## config.mk

```make
export PLATFORM = sky130hd
export DESIGN_NAME = cvxif_issue_ctrl
export DESIGN_NICKNAME = d
export VERILOG_FILES = /design/src/rtl/cvxif_issue_ctrl.sv
export SDC_FILE = /design/constraint.sdc
export NUM_CORES = 1
export LEC_CHECK = 0
export CORE_ASPECT_RATIO = 1.2
export CORE_MARGIN = 4
export CORE_UTILIZATION = 36
export DETAILED_ROUTE_END_ITERATION = 16
export GPL_TIMING_DRIVEN = 0
export PLACE_DENSITY = 0.79
export SETUP_SLACK_MARGIN = 0.4
export SLEW_MARGIN = 10
export SYNTH_ARGS = -nofsm -noshare
export SYNTH_HDL_FRONTEND = slang
export SYNTH_SLANG_ARGS = --single-unit
export TNS_END_PERCENT = 1
```

## constraint.sdc

```tcl
create_clock -name clk_i -period 1.75 [get_ports clk_i]
set_input_delay 0.175 -clock clk_i [delete_from_list [all_inputs] [get_ports clk_i]]
set_output_delay 0.175 -clock clk_i [all_outputs]
set_load 0.01 [all_outputs]
```

## src/rtl/cvxif_issue_ctrl.sv

```systemverilog
// Offload controller between the issue stage and a CV-X-IF coprocessor.
// It issues one instruction at a time, tracks accepted instructions in flight and turns results or rejections into writeback pulses.
module cvxif_issue_ctrl #(
   parameter int unsigned NrOutstanding = 4,
   parameter int unsigned IdWidth       = 3,
   parameter int unsigned Xlen          = 32
) (
   input  logic                                 clk_i,
   input  logic                                 rst_ni,
   input  logic                                 flush_i,
   input  logic                                 req_valid_i,
   output logic                                 req_ready_o,
   input  logic [31:0]                          req_instr_i,
   input  logic [IdWidth-1:0]                   req_id_i,
   output logic                                 x_issue_valid_o,
   input  logic                                 x_issue_ready_i,
   input  logic                                 x_issue_accept_i,
   output logic [31:0]                          x_issue_instr_o,
   output logic [IdWidth-1:0]                   x_issue_id_o,
   input  logic                                 x_result_valid_i,
   output logic                                 x_result_ready_o,
   input  logic [IdWidth-1:0]                   x_result_id_i,
   input  logic [Xlen-1:0]                      x_result_data_i,
   output logic                                 wb_valid_o,
   output logic [IdWidth-1:0]                   wb_id_o,
   output logic [Xlen-1:0]                      wb_data_o,
   output logic                                 wb_exception_o,
   output logic                                 busy_o,
   output logic [$clog2(NrOutstanding+1)-1:0]   outstanding_o,
   output logic                                 err_o
);

   localparam int unsigned     CntW   = $clog2(NrOutstanding + 1);
   localparam logic [CntW-1:0] MaxCnt = CntW'(NrOutstanding);

   typedef enum logic [1:0] {IDLE, ISSUE, DRAIN} state_t;

   state_t               state;
   logic [CntW-1:0]      count;
   logic [CntW-1:0]      count_next;
   logic [31:0]          instr;
   logic [IdWidth-1:0]   id;
   logic                 req_hs;
   logic                 accept_hs;
   logic                 reject_wb;
   logic                 result_hs;
   logic                 result_err;
   logic                 result_wb;
   logic                 inc;
   logic                 dec;

   assign req_ready_o      = rst_ni && (state == IDLE) && (count < MaxCnt) && !flush_i;
   assign req_hs           = req_valid_i && req_ready_o;
   assign accept_hs        = (state == ISSUE) && x_issue_ready_i && x_issue_accept_i;
   // A rejection owns the single writeback slot, so results are held off in that cycle.
   assign reject_wb        = (state == ISSUE) && x_issue_ready_i && !x_issue_accept_i && !flush_i;
   assign x_result_ready_o = !reject_wb;
   assign result_hs        = x_result_valid_i && x_result_ready_o;
   assign result_err       = result_hs && (count == '0);
   assign dec              = result_hs && (count != '0);
   assign result_wb        = dec && (state != DRAIN);
   assign inc              = accept_hs && (count < MaxCnt);

   always_comb begin
      count_next = count;
      if (inc && !dec) begin
         count_next = count + 1'b1;
      end else if (dec && !inc) begin
         count_next = count - 1'b1;
      end
   end

   always_ff @(posedge clk_i or negedge rst_ni) begin
      if (!rst_ni) begin
         state          <= IDLE;
         count          <= '0;
         err_o          <= 1'b0;
         instr          <= '0;
         id             <= '0;
         wb_valid_o     <= 1'b0;
         wb_id_o        <= '0;
         wb_data_o      <= '0;
         wb_exception_o <= 1'b0;
      end else begin
         count      <= count_next;
         wb_valid_o <= reject_wb || result_wb;
         if (result_err) begin
            err_o <= 1'b1;
         end
         if (reject_wb) begin
            wb_id_o        <= id;
            wb_data_o      <= '0;
            wb_exception_o <= 1'b1;
         end else if (result_wb) begin
            wb_id_o        <= x_result_id_i;
            wb_data_o      <= x_result_data_i;
            wb_exception_o <= 1'b0;
         end
         if (req_hs) begin
            instr <= req_instr_i;
            id    <= req_id_i;
         end
         // Flush uses the post-handshake count so an accept in the same cycle is still drained.
         if (flush_i) begin
            state <= (count_next != '0) ? DRAIN : IDLE;
         end else begin
            case (state)
               IDLE:    if (req_hs) state <= ISSUE;
               ISSUE:   if (x_issue_ready_i) state <= IDLE;
               DRAIN:   if (count_next == '0) state <= IDLE;
               default: state <= IDLE;
            endcase
         end
      end
   end

   assign x_issue_valid_o = (state == ISSUE);
   assign x_issue_instr_o = instr;
   assign x_issue_id_o    = id;
   assign busy_o          = (state != IDLE) || (count != '0);
   assign outstanding_o   = count;

endmodule

```

# After elaboration in Yosys (flattened, before gate mapping)
# Index checks and enable logic that the tools add are counted.
# op_classes
addsub	2
n_mul	0
div_mod_pow	0
magnitude_cmp	1
eq_ne	6
shift	0
mux	14
bitwise	0
n_reduce_logical	30
# ops
cell	count
$mux W32	2
$logic_and A1 B1 Y1	15
$mux W3	4
$mux W2	5
$logic_not A3 Y1	2
$ne A3 B3 Y1 const B	2
$pmux W2 S3	1
$reduce_bool A3 Y1	2
$logic_not A1 Y1	5
$reduce_bool A2 Y1	2
$add A3 B1 Y3 const B	1
$lt A3 B3 Y1 const B	1
$ne A3 B2 Y1 const B	1
$reduce_and A3 Y1	1
$sub A3 B1 Y3 const B	1
$eq A2 B1 Y1 const B	1
$eq A2 B2 Y1 const B	1
$logic_not A2 Y1	1
$logic_or A1 B1 Y1	2
$mux W1	2
$ne A2 B2 Y1 const B	1
# word_totals
register_bits	78
latchBits	0
ram_bits	0
rom_bits	0
input_bits	77
output_inout_bits	80
word_cells	62
mem_count	0

# Logic depth before layout (Yosys ltp)
# depth
ltp_word	14
mapped_depth	8
ltp_nobuf	7

# Worst setup path after synthesis
# OpenSTA, ideal clock, no wires.
# synth_timing
path_type	flip-flop to flip-flop
startpoint	register count[0], in the netlist outstanding_o[0]
endpoint	register state[1]
setup_time_ps	121
arrival_ps	1713
t_required_ps	1629
path_slack_ps	-84
path_stages_with_launch	8
n_path_buf	0
period_less_slack_ps	1834
path_cell_list	dfrtp_1 inv_1 ha_1 nand2b_1 o211ai_2 or3_1 o211a_1 o22a_1
# synth_between
elab_chain_len	9
elab_cells_between_ends	22
cone_classes	2 x add/sub; 1 x order compare; 2 x eq/ne; 4 x mux; 13 x reduce/logical
# synth_lines
element	line_no	source
from (decl)	39	logic [CntW-1:0] count;
from (signal assigned)	85	count <= count_next;
$lt A3 B3 Y1	52, 62	
$logic_and A1 B1 Y1	62	assign inc = accept_hs && (count < MaxCnt);
$logic_not A1 Y1	68	end else if (dec && !inc) begin
$logic_and A1 B1 Y1	68	
$mux W3	68	
$mux W3	66	if (inc && !dec) begin
$logic_not A3 Y1 or $reduce_bool A3 Y1 (tied branches)	110, 105	
$ne A3 B3 Y1 (no source line) or $mux W2 (tied branches)	-	
$reduce_and A3 Y1 (no source line) or $mux W2 (tied branches)	-	
to (signal assigned)	105	state <= (count_next != '0) ? DRAIN : IDLE;
to (decl)	38	state_t state;
# Parallel ways exist; a longest one is shown, timed or not.
# A chain may end at the register's enable or synchronous reset.

# Worst setup path in the final report
# layout_timing
startpoint	register count[0], in the netlist outstanding_o[0]
endpoint	output busy_o
# layout_between
elab_chain_len	2
# layout_lines
element	line_no	source
$reduce_bool A3 Y1	120	assign busy_o = (state != IDLE) || (count != '0);
$logic_or A1 B1 Y1	120	
to (decl)	28	output logic busy_o,
# No other way between the ends.

==> PnR_summary.wiki <==
{| class="wikitable"
! Metric !! Value
|-
| Routed Antenna Nets || 0
|-
| Cell-internal power || 0.00561 W
|-
| Multi-input logic area || 0.00120 mm²
|-
| Register cell area after layout || 0.00196 mm²
|-
| Maximum number of pins on one net before global-route repair || 48
|-
| Max-slew violation count || 0
|-
| Cell area power density || 1460 mW/mm²
|-
| Clock transition at the register clock pins on the worst setup and hold paths after CTS || 0.08 ns
|-
| Failing checks || hold timing
|-
| Diode count || 0
|-
| Net count of the mapped netlist || 296
|-
| Gr ovfl total || 0
|-
| Remaining design rule violation count || 0
|-
| Net switching share of the total power || 30.6%
|-
| Number of storage elements in the synthesis netlist || 78
|-
| Dominant delay contributor by cell family on the critical path || flip-flops
|-
| Vias in the first global route || 2607
|-
| Global-route usage over all layers || 16.6%
|-
| Average wire per cell in the routed design || 17.1 µm
|-
| Post-synthesis sequential area ratio || 62.3%
|-
| Slowest CP cell || dfrtp_2
|-
| Part of the total power dissipated in combinational logic || 44.4%
|-
| Largest stage delay, worst path || 0.43 ns
|-
| Worst rel slew slack || 70.2%
|-
| Synthesis-to-finish area growth || 76.6%
|-
| Synthesized area || 0.00313 mm²
|-
| Total die area || 0.0103 mm²
|-
| Kind of start point of the critical path || flip-flop
|-
| Cell row count || 37
|-
| Most common library cell in the layout ignoring fill and taps || dlymetal6s2s_1
|-
| Input/output buffers || 156
|-
| Largest driver fanout on the critical path || 4
|-
| Clock tree root driver cell || clkbuf_8
|-
| Sw power || 0.00247 W
|-
| Design Area, Final || 0.00553 mm²
|-
| Synth cell types || 37
|-
| Utilization of the core after routing || 64.9%
|-
| Most frequent cells in the layout || 76 x dlymetal6s2s_1, 75 x dfrtp_1, 73 x clkdlybuf4s50_1
|-
| First-iteration detailed-routing DRC count || 58
|-
| Synth async-reset ratio || 100%
|-
| Data arrival time of the critical path || 1.53 ns
|-
| Primary FF master, synth || dfrtp_1
|-
| TritonCTS buffer count || 9
|-
| Share of layout cells above drive strength 1 || 25.2%
|-
| Post-layout net count || 474
|-
| Insertion delay of the later-clocked pin in the worst-skew pair || 0.35 ns
|-
| Clock tree from TritonCTS || done
|-
| Total negative slack for setup checks || 0 ns
|-
| Final period utilization || 97.6%
|-
| Setup slack of the worst register-to-register path || 0.05 ns
|-
| Top cell type's share of synthesized area || 62.3%
|-
| Cell taking the most area after synthesis || dfrtp_1
|-
| Worst setup EP type || primary output
|-
| Outcome || finished, violations left
|-
| Num Clock Sinks || 78
|-
| Final Worst Setup Slack || 0.0425 ns
|-
| Total of endpoints with negative setup slack in the final report || 0
|-
| Worst clock skew || 0.00968 ns
|-
| Core area || 0.00852 mm²
|-
| Wire length after detailed routing || 8810 µm
|-
| Power share of the clock group || 19.2%
|-
| DP Wirelength || 6340 µm
|-
| Fillers || 634
|-
| Post-synthesis average cell area || 14.5 µm²
|-
| Weighted congestion at the end of routability-driven global placement || 0.782
|-
| Unrepaired setup endpoints after global routing || yes
|-
| Total number of vias || 2445
|-
| Mean number of vias per cell || 4.76
|-
| Hold Worst Slack || -0.230 ns
|-
| Antenna violations before repair || 0
|-
| Highest Clock Rate || 0.586 GHz
|-
| H-tree depth || 3
|-
| Buffering stage count on the worst path with inverters included || 2
|-
| Leak Pwr || 3.33 nW
|-
| Number of buffers between clock root and the deepest sink || 2
|-
| Die boundary width || 93.1 µm
|-
| Critical path class || reg -> out
|-
| Number of top-level pins || 157
|-
| Peak supply drop || 0.671 mV
|-
| Portion of total power attributed to sequential cells || 36.4%
|-
| Number of warnings reported in the yosys synthesis log || 0
|-
| Area post-placement || 0.00493 mm²
|-
| Synthesized instance count || 216
|-
| Worst slack after detailed placement || -0.458 ns
|-
| Measured slew at the worst slew-check pin || 0.447 ns
|-
| Min-delay worst type || in -> async
|-
| Die boundary height || 110 µm
|-
| First-pass detailed-route iteration total || 4
|-
| Number of maximum-capacitance constraint violations || 0
|-
| Endpoint required time on the critical path || 1.57 ns
|-
| Number of enable flip-flop cells after synthesis || 0
|-
| Sequence of cells on the critical path || inv_2 > ha_4 > nand2b_4 > or3_1 > buf_2
|-
| Starting Density || 36.8%
|-
| Wire length of the first global-routing pass || 13100 µm
|-
| Min Clock Period, post-route || 1.71 ns
|-
| Number of hold violations in the final report || 32
|-
| Cell types with the largest area share after synthesis || dfrtp_1 62%, mux2_2 13%, a22o_1 9.2%
|}
[cell type report]
class | instances | share of cell area (%)
Multi-Input combinational cell | 120 | 21.7
Sequential cell | 78 | 35.4
Clock buffer | 9 | 2.24
Inverter | 7 | 0.475
Tap cell | 117 | 2.65
Buffer | 11 | 2.51
Timing Repair Buffer | 167 | 33.3
Clock inverter | 5 | 1.81
[sequential cells by signal, summed over array words and instances, names as in the netlist]
name / cells
x_issue_id_o: 3
state: 2
wb_exception_o: 1
wb_valid_o: 1
wb_data_o: 32
outstanding_o: 3
wb_id_o: 3
x_issue_instr_o: 32
err_o: 1
[final timing paths]
| path | startpoint | end | cells after the start |
|---|---|---|---|
| min in group clk_i | x_result_id_i[1] | wb_id_o[1] | 3 |
| worst min-delay path | rst_ni | err_o | 1 |
| worst min register to register | err_o | err_o | 1 |
| worst max-delay path | outstanding_o[0] | busy_o | 5 |
| max in group asynchronous | rst_ni | x_issue_instr_o[20] | 2 |
| worst max register to register | state[0] | state[1] | 7 |
[per-layer routing]
metal	vias up	part of all wire [%]	GRT usage, %
met5	-	0	0
met4	0	1.8	7.33
met3	16	6.7	4.48
met2	92	53	28.3
met1	1192	39	19.6
li1	1145	-	-
[power groups by stage]
stage	Combinational (W)	Clock, W	Sequential (W)
floorplan	0.00126	0	0.00332
global placement	0.00351	0	0.00298
global route	0.00384	0.00167	0.00304
finish	0.00359	0.00155	0.00294
detailed placement	0.00359	0	0.00300
CTS	0.00373	0.00161	0.00297
[metrics by stage]
| step | total power, W | instances |
|---|---|---|
| 2_1_floorplan | 0.00458 | 216 |
| 3_3_place_gp | 0.00649 | 489 |
| 3_5_place_dp | 0.00660 | 490 |
| 4_1_cts | 0.00830 | 513 |
| 5_1_grt | 0.00854 | 514 |
| 6_report | 0.00808 | 514 |
[synthesized netlist by cell type, types with 2 or more instances]
cell,count
buf_2,6
nand2_1,10
and2_1,2
nor2_1,5
buf_6,4
or3_1,2
mux2_2,35
inv_1,7
ha_1,3
a21oi_1,2
dfrtp_1,78
a22oi_1,3
nand2b_1,2
a22o_1,33
nor2_2,2
[worst register-to-register path, cell delays in order, from the launching register on]
cell	delay, ns
dfrtp_2	0.43
buf_6	0.14
nor4bb_4	0.15
and2_4	0.14
buf_6	0.13
or3_1	0.34
o211a_1	0.12
o22a_1	0.15
[repair_timing]
item | CTS | global route
buffers inserted | 9 | 1
resized for setup | 18 | 104
endpoints found under the hold margin | 32 | 32
pin swaps | 3 | 9
setup endpoints to repair | 157 | 156
cloned | 0 | 0
[kinds of logic (layout without fill, tap and decap cells)]
family | count (synthesis) | after routing | synth area share [%]
xor gates and xnor gates | 2 | 2 | 0.799
adders and majority gates | 3 | 3 | 1.20
buffers and inverters | 18 | 199 | 3.48
and+or+nand+nor | 32 | 32 | 6.19
DFF | 78 | 78 | 62.3
AOI/OAI and AO/OA | 48 | 48 | 13.4
muxes | 35 | 35 | 12.6
(Power assumes the default switching activity.)
